## src/rtl/mem_pkg.sv

```systemverilog
// Shared definitions for the memory access unit: size encodings, FSM states, defaults.
package mem_pkg;

  localparam int unsigned ADDR_W = 10;
  localparam int unsigned DATA_W = 32;

  typedef enum logic [1:0] {
    SZ_BYTE = 2'b00,
    SZ_HALF = 2'b01,
    SZ_WORD = 2'b10,
    SZ_RSVD = 2'b11
  } size_e;

  typedef enum logic {
    StIdle = 1'b0,
    StRmw  = 1'b1
  } state_e;

  function automatic logic is_misaligned(size_e size, logic [1:0] off);
    logic mis;
    case (size)
      SZ_BYTE: mis = 1'b0;
      SZ_HALF: mis = off[0];
      SZ_WORD: mis = |off;
      default: mis = 1'b1;
    endcase
    return mis;
  endfunction

endpackage

```

## src/rtl/mem_access_unit_if.sv

```systemverilog
// Request/response bus between the MEM pipeline stage and the memory access unit.
interface mem_access_unit_if;

  logic        req_valid;
  logic        req_we;
  logic [1:0]  req_size;
  logic        req_signed;
  logic [31:0] req_addr;
  logic [31:0] req_wdata;
  logic        stall;
  logic [31:0] ld_data;
  logic        ld_valid;
  logic        misalign;

  modport master (
    output req_valid, req_we, req_size, req_signed, req_addr, req_wdata,
    input  stall, ld_data, ld_valid, misalign
  );

  modport slave (
    input  req_valid, req_we, req_size, req_signed, req_addr, req_wdata,
    output stall, ld_data, ld_valid, misalign
  );

endinterface

```

## src/rtl/byte_lane_merge.sv

```systemverilog
// Little-endian lane handling: inserts store lanes into a RAM word and extracts/extends load
// lanes from it.
module byte_lane_merge
  import mem_pkg::*;
(
  input  size_e       size,
  input  logic        is_signed,
  input  logic [1:0]  byte_off,
  input  logic [31:0] wdata,
  input  logic [31:0] rdata,
  output logic [31:0] merged,
  output logic [31:0] ld_ext
);

  logic [31:0] shifted;

  always_comb begin
    merged  = rdata;
    shifted = rdata >> {byte_off, 3'b000};
    ld_ext  = rdata;
    case (size)
      SZ_BYTE: begin
        merged[{byte_off, 3'b000} +: 8] = wdata[7:0];
        ld_ext = {{24{is_signed & shifted[7]}}, shifted[7:0]};
      end
      SZ_HALF: begin
        // Half accesses are aligned, so only byte_off[1] picks the lane pair.
        merged[{byte_off[1], 4'b0000} +: 16] = wdata[15:0];
        ld_ext = {{16{is_signed & shifted[15]}}, shifted[15:0]};
      end
      default: begin
        merged = wdata;
        ld_ext = rdata;
      end
    endcase
  end

endmodule

```

## src/rtl/mem_access_unit.sv

```systemverilog
// MEM-stage load/store unit: single-cycle loads and word stores, two-cycle read-modify-write
// for byte/half stores.
module mem_access_unit
  import mem_pkg::*;
#(
  parameter int unsigned ADDR_W = mem_pkg::ADDR_W,
  parameter int unsigned DATA_W = mem_pkg::DATA_W
) (
  input  logic              clk,
  input  logic              clr,
  mem_access_unit_if.slave  req,
  output logic [ADDR_W-1:0] ram_address,
  output logic [DATA_W-1:0] ram_input,
  output logic              ram_str,
  output logic              ram_sel,
  output logic              ram_ld,
  input  logic [DATA_W-1:0] ram_data
);

  state_e              state_q, state_d;
  logic [DATA_W-1:0]   merge_q, merge_d;
  logic [ADDR_W-1:0]   addr_q, addr_d;
  logic [DATA_W-1:0]   ld_data_q, ld_data_d;
  logic                ld_valid_q, ld_valid_d;
  logic                misalign_q, misalign_d;

  size_e       size;
  logic        misal;
  logic [31:0] merged;
  logic [31:0] ld_ext;

  assign size  = size_e'(req.req_size);
  assign misal = is_misaligned(size, req.req_addr[1:0]);

  byte_lane_merge u_lane (
    .size      (size),
    .is_signed (req.req_signed),
    .byte_off  (req.req_addr[1:0]),
    .wdata     (req.req_wdata),
    .rdata     (ram_data),
    .merged    (merged),
    .ld_ext    (ld_ext)
  );

  always_comb begin
    state_d     = state_q;
    merge_d     = merge_q;
    addr_d      = addr_q;
    ld_data_d   = ld_data_q;
    ld_valid_d  = 1'b0;
    misalign_d  = 1'b0;
    req.stall   = 1'b0;
    ram_ld      = 1'b0;
    ram_str     = 1'b0;
    ram_input   = req.req_wdata;
    ram_address = req.req_addr[ADDR_W+1:2];
    unique case (state_q)
      StIdle: begin
        if (req.req_valid) begin
          if (misal) begin
            misalign_d = 1'b1;
          end else if (!req.req_we) begin
            ram_ld     = 1'b1;
            ld_data_d  = ld_ext;
            ld_valid_d = 1'b1;
          end else if (size == SZ_WORD) begin
            ram_str = 1'b1;
          end else begin
            ram_ld    = 1'b1;
            req.stall = 1'b1;
            merge_d   = merged;
            addr_d    = req.req_addr[ADDR_W+1:2];
            state_d   = StRmw;
          end
        end
      end
      StRmw: begin
        ram_address = addr_q;
        ram_input   = merge_q;
        ram_str     = 1'b1;
        state_d     = StIdle;
      end
      default: state_d = StIdle;
    endcase
    // Reset suppresses every strobe, including an in-flight RMW write.
    if (clr) begin
      req.stall = 1'b0;
      ram_ld    = 1'b0;
      ram_str   = 1'b0;
    end
  end

  assign ram_sel      = ram_str;
  assign req.ld_data  = ld_data_q;
  assign req.ld_valid = ld_valid_q;
  assign req.misalign = misalign_q;

  always_ff @(posedge clk) begin
    if (clr) begin
      state_q    <= StIdle;
      merge_q    <= '0;
      addr_q     <= '0;
      ld_data_q  <= '0;
      ld_valid_q <= 1'b0;
      misalign_q <= 1'b0;
    end else begin
      state_q    <= state_d;
      merge_q    <= merge_d;
      addr_q     <= addr_d;
      ld_data_q  <= ld_data_d;
      ld_valid_q <= ld_valid_d;
      misalign_q <= misalign_d;
    end
  end

  logic unused_addr;
  assign unused_addr = ^req.req_addr[31:ADDR_W+2];

endmodule

```

## src/flat_wrapper.sv

```systemverilog
// flat-port wrapper written by rule: the top's interface ports become plain ports
module mem_access_unit_flat import mem_pkg::*;
#(
  parameter int unsigned ADDR_W = mem_pkg::ADDR_W,
  parameter int unsigned DATA_W = mem_pkg::DATA_W
)
  (clk, clr, ram_address, ram_input, ram_str, ram_sel, ram_ld, ram_data, req_req_valid, req_req_we, req_req_size, req_req_signed, req_req_addr, req_req_wdata, req_stall, req_ld_data, req_ld_valid, req_misalign);
  mem_access_unit_if req_i ();
  input  logic clk;
  input  logic clr;
  output logic [ADDR_W-1:0] ram_address;
  output logic [DATA_W-1:0] ram_input;
  output logic ram_str;
  output logic ram_sel;
  output logic ram_ld;
  input  logic [DATA_W-1:0] ram_data;
  input wire logic [$bits(req_i.req_valid)-1:0] req_req_valid;
  input wire logic [$bits(req_i.req_we)-1:0] req_req_we;
  input wire logic [$bits(req_i.req_size)-1:0] req_req_size;
  input wire logic [$bits(req_i.req_signed)-1:0] req_req_signed;
  input wire logic [$bits(req_i.req_addr)-1:0] req_req_addr;
  input wire logic [$bits(req_i.req_wdata)-1:0] req_req_wdata;
  output wire logic [$bits(req_i.stall)-1:0] req_stall;
  output wire logic [$bits(req_i.ld_data)-1:0] req_ld_data;
  output wire logic [$bits(req_i.ld_valid)-1:0] req_ld_valid;
  output wire logic [$bits(req_i.misalign)-1:0] req_misalign;
  assign req_i.req_valid = req_req_valid;
  assign req_i.req_we = req_req_we;
  assign req_i.req_size = req_req_size;
  assign req_i.req_signed = req_req_signed;
  assign req_i.req_addr = req_req_addr;
  assign req_i.req_wdata = req_req_wdata;
  assign req_stall = req_i.stall;
  assign req_ld_data = req_i.ld_data;
  assign req_ld_valid = req_i.ld_valid;
  assign req_misalign = req_i.misalign;
  mem_access_unit #(.ADDR_W(ADDR_W), .DATA_W(DATA_W)) u_core (.clk(clk), .clr(clr), .req(req_i), .ram_address(ram_address), .ram_input(ram_input), .ram_str(ram_str), .ram_sel(ram_sel), .ram_ld(ram_ld), .ram_data(ram_data));
endmodule
```

## config.mk

```make
export PLATFORM = sky130hd
export DESIGN_NAME = mem_access_unit_flat
export DESIGN_NICKNAME = d
export VERILOG_FILES = /design/src/rtl/mem_pkg.sv /design/src/rtl/mem_access_unit_if.sv /design/src/rtl/byte_lane_merge.sv /design/src/rtl/mem_access_unit.sv /design/src/flat_wrapper.sv
export SDC_FILE = /design/constraint.sdc
export NUM_CORES = 1
export LEC_CHECK = 0
export CAP_MARGIN = 40
export CORE_ASPECT_RATIO = 1.4
export CORE_MARGIN = 5
export CORE_UTILIZATION = 30
export CTS_CLUSTER_SIZE = 20
export DETAILED_ROUTE_END_ITERATION = 12
export SYNTH_ARGS = -nofsm -noshare
export SYNTH_HDL_FRONTEND = slang
export SYNTH_SLANG_ARGS = --single-unit
```

## constraint.sdc

```tcl
create_clock -name clk -period 2.99 [get_ports clk]
set_input_delay 0.598 -clock clk [delete_from_list [all_inputs] [get_ports clk]]
set_output_delay 0.598 -clock clk [all_outputs]
set_load 0.01 [all_outputs]
```

==> flow_metrics.tcl <==
set metrics [dict create \
    status "completed" \
    gp_congestion 0.885 \
    nets 832 \
    switching_power_uw 856 \
    vias_per_cell 5.55 \
    die_area_mm2 0.0181 \
    synth_top_area_share 0.331 \
    cp.arrival_ns 2.28 \
    grt_pass1_vias 5096 \
    p_comb_frac 0.248 \
    grt_max_degree 51 \
    clock_latency_ns 0.34 \
    async_flop_share 0 \
    ys_seq_elements 77 \
    syn_inst 566 \
    antenna_found_initial 0 \
    fmax_mhz 347 \
    grt_pass1_wl_um 29000 \
    preCtsSetupSlack_ns -0.152 \
    crit_type "in -> out" \
    drc 0 \
    synth_edf_count 0 \
    initial_core_util 0.302 \
    skew_ns 0.00462 \
    vias 5130 \
    post-dp-hpwl_um 14800 \
    dr.pass1.iters 5 \
    hold_path.startpoint "u_core.req.ld_data[5]$_SDFFE_PP0P_" \
    hold_end "u_core.req.ld_data[5]$_SDFFE_PP0P_" \
    setup_viol 0 \
    post-synth-top-count-cell "nor2_1" \
    num_rows 54 \
    period_share 0.963 \
    synth_ff_type "dfxtp_1" \
    tritoncts "yes" \
    rr_startpoint "u_core.state_q$_SDFF_PP0_" \
    setup_ws_ns 0.112 \
    fin_crit_ns 2.88 \
    synth_area_leaders "dfxtp_1 (33%), mux2_2 (10%), a211oi_1 (7.3%)" \
    drv_slew 0 \
    layout-drive-gt1-share 0.158 \
    syn2layout_area_growth_pct 48.2 \
    vdd_ir_drop_max_v 0.000349 \
    clockBufferDepth 2 \
    avgSynthCellArea_um2 8.23 \
    synth_top_area_cell "dfxtp_1" \
    ant_nets 0 \
    core_mm2 0.0154 \
    worstSetupStartpointType "input pin" \
    wl_per_cell_um 20.9 \
    slowest_stage "clkdlybuf4s50_1" \
    worstSetupEndpointType "primary output" \
    ys_seq_area_frac 0.331 \
    cts_root_buf "clkbuf_16" \
    worstReg2RegEnd "u_core.req.ld_data[23]$_SDFFE_PP0P_" \
    p_leak_uw 0.00247 \
    pwr_density_cell_mw_per_mm2 431 \
    boundaryPins 183 \
    synth.distinct_cells 49 \
    grt_usage 0.206 \
    swShare 0.288 \
    reg2regPathDepth 5 \
    die_h_um 157 \
    cts_sinks 77 \
    synth_commonest_cells "nor2_1 (85), dfxtp_1 (77), nand2_1 (66), a211oi_1 (45), mux2_2 (42)" \
    worst_pin_slew_ns 0.759 \
    maxCapViolCount 0 \
    hold_violations 0 \
    clkTransAtPathRegs_ns 0.06 \
    synth_nets 674 \
    required_ns 2.39 \
    cts_buffers 9 \
    path_common_cell "clkdlybuf4s50_1" \
    wl_um 19400 \
    hp-class "reg -> reg" \
    worstPathCellList "clkdlybuf4s50_1 > inv_2 > ha_1 > buf_4 > a31oi_2 > nor2_1 > clkdlybuf4s50_1" \
    h-tree-depth 3 \
    cts_setup_buffers 0 \
    n_antenna_cell 0 \
    whs_path_depth 2 \
    power_frac_clock 0.382 \
    critPathMaxStageDelay_ns 0.55 \
    grt_overflow 0 \
    p_seq_frac 0.371 \
    drtIter0Drc 454 \
    power_uw 2970 \
    yosysWarningCount 0 \
    worstPathMaxFanout 4 \
    r2r_setup_slack_ns 0.77 \
    port-buffer-count 162 \
    syn_area_mm2 0.00466 \
    hold_buffers 0 \
    internal_power_uw 2110 \
    slew_headroom 0.494 \
    die_w_um 115 \
]
## worst max-delay path, delay by kind of cell
kind	cells	cell delay, ns
compound gates	1	0.16
fa+ha+maj	1	0.20
buf+inv	4	1.23
simple gates	1	0.09
## logic make-up after synthesis
family,share of synthesized area
compound gates,0.284
xor+xnor,0.00188
fa+ha+maj,0.0134
buf+inv,0.0554
flops,0.331
mux,0.134
simple gates,0.181
## worst max-delay path by stage
stage | from | endpoint | slack [ns]
after floorplan | req_req_addr[1] | u_core.merge_q[24]$_SDFFE_PP0P_ | 0.39
after global placement | req_req_addr[0] | ram_ld | -0.19
after detailed placement | req_req_addr[0] | ram_ld | -0.15
after CTS | req_req_addr[0] | ram_str | 0.03
after global routing | req_req_addr[0] | ram_ld | -0.01
final | req_req_addr[0] | ram_str | 0.11
## cell usage in the layout (no fill, tap or decap), types with 9 or more instances in the layout
master	Yosys	final
clkdlybuf4s50_1	0	157
nand2b_1	10	10
mux2_2	42	42
mux2i_1	15	15
clkbuf_16	0	9
dfxtp_1	77	76
nand2_1	66	66
nor3_1	9	9
o2bb2ai_1	12	12
a31oi_1	17	16
buf_4	1	36
a221oi_1	17	17
a21oi_1	36	36
nor2_1	85	85
a211oi_1	45	45
## power groups by stage
stage | sequential (µW) | clock [µW] | combinational [µW]
finish | 1100 | 1130 | 735
global route | 1100 | 1200 | 787
global placement | 1120 | 0 | 723
CTS | 1100 | 1150 | 734
detailed placement | 1120 | 0 | 730
floorplan | 1130 | 0 | 331
## cell type report
class	instances	area (µm²)
Tap cell	196	245
Fill cell	1573	8510
Inverter	8	30.0
Sequential cell	77	1540
Timing Repair Buffer	199	1890
Clock buffer	10	239
Multi-Input combinational cell	429	2880
Clock inverter	6	70.1
## sequential cells by signal (all words and copies together), names as in the netlist
name                 count
u_core.addr_q           10
u_core.merge_q          32
u_core.req.ld_data      32
u_core.req.ld_valid      1
u_core.req.misalign      1
u_core.state_q           1
## stage by stage
stage | instances | util | area [µm²] | setup TNS [ns] | hold slack [ns]
after floorplan | 566 | - | 4660 | 0 | 0.433
after global placement | 909 | 0.427 | 6580 | -0.290 | 0.441
after detailed placement | 909 | 0.427 | 6580 | -0.363 | 0.448
after CTS | 925 | 0.447 | 6890 | 0 | 0.457
after global routing | 925 | 0.448 | 6900 | -0.0105 | 0.478
final | 925 | 0.448 | 6900 | 0 | 0.456
## timing repair
item | CTS | global route
pin swaps | 0 | 1
endpoints found under the setup margin | 2 | 2
gates resized for setup | 2 | 2
## layer usage
layer	up-vias	track usage	part of all wire
li1	2420	-	-
met1	2451	0.241	0.39
met2	225	0.364	0.51
met3	34	0.0354	0.064
met4	0	0.0923	0.038
met5	-	0	0
No activity file was read; power rests on OpenSTA's default activity.
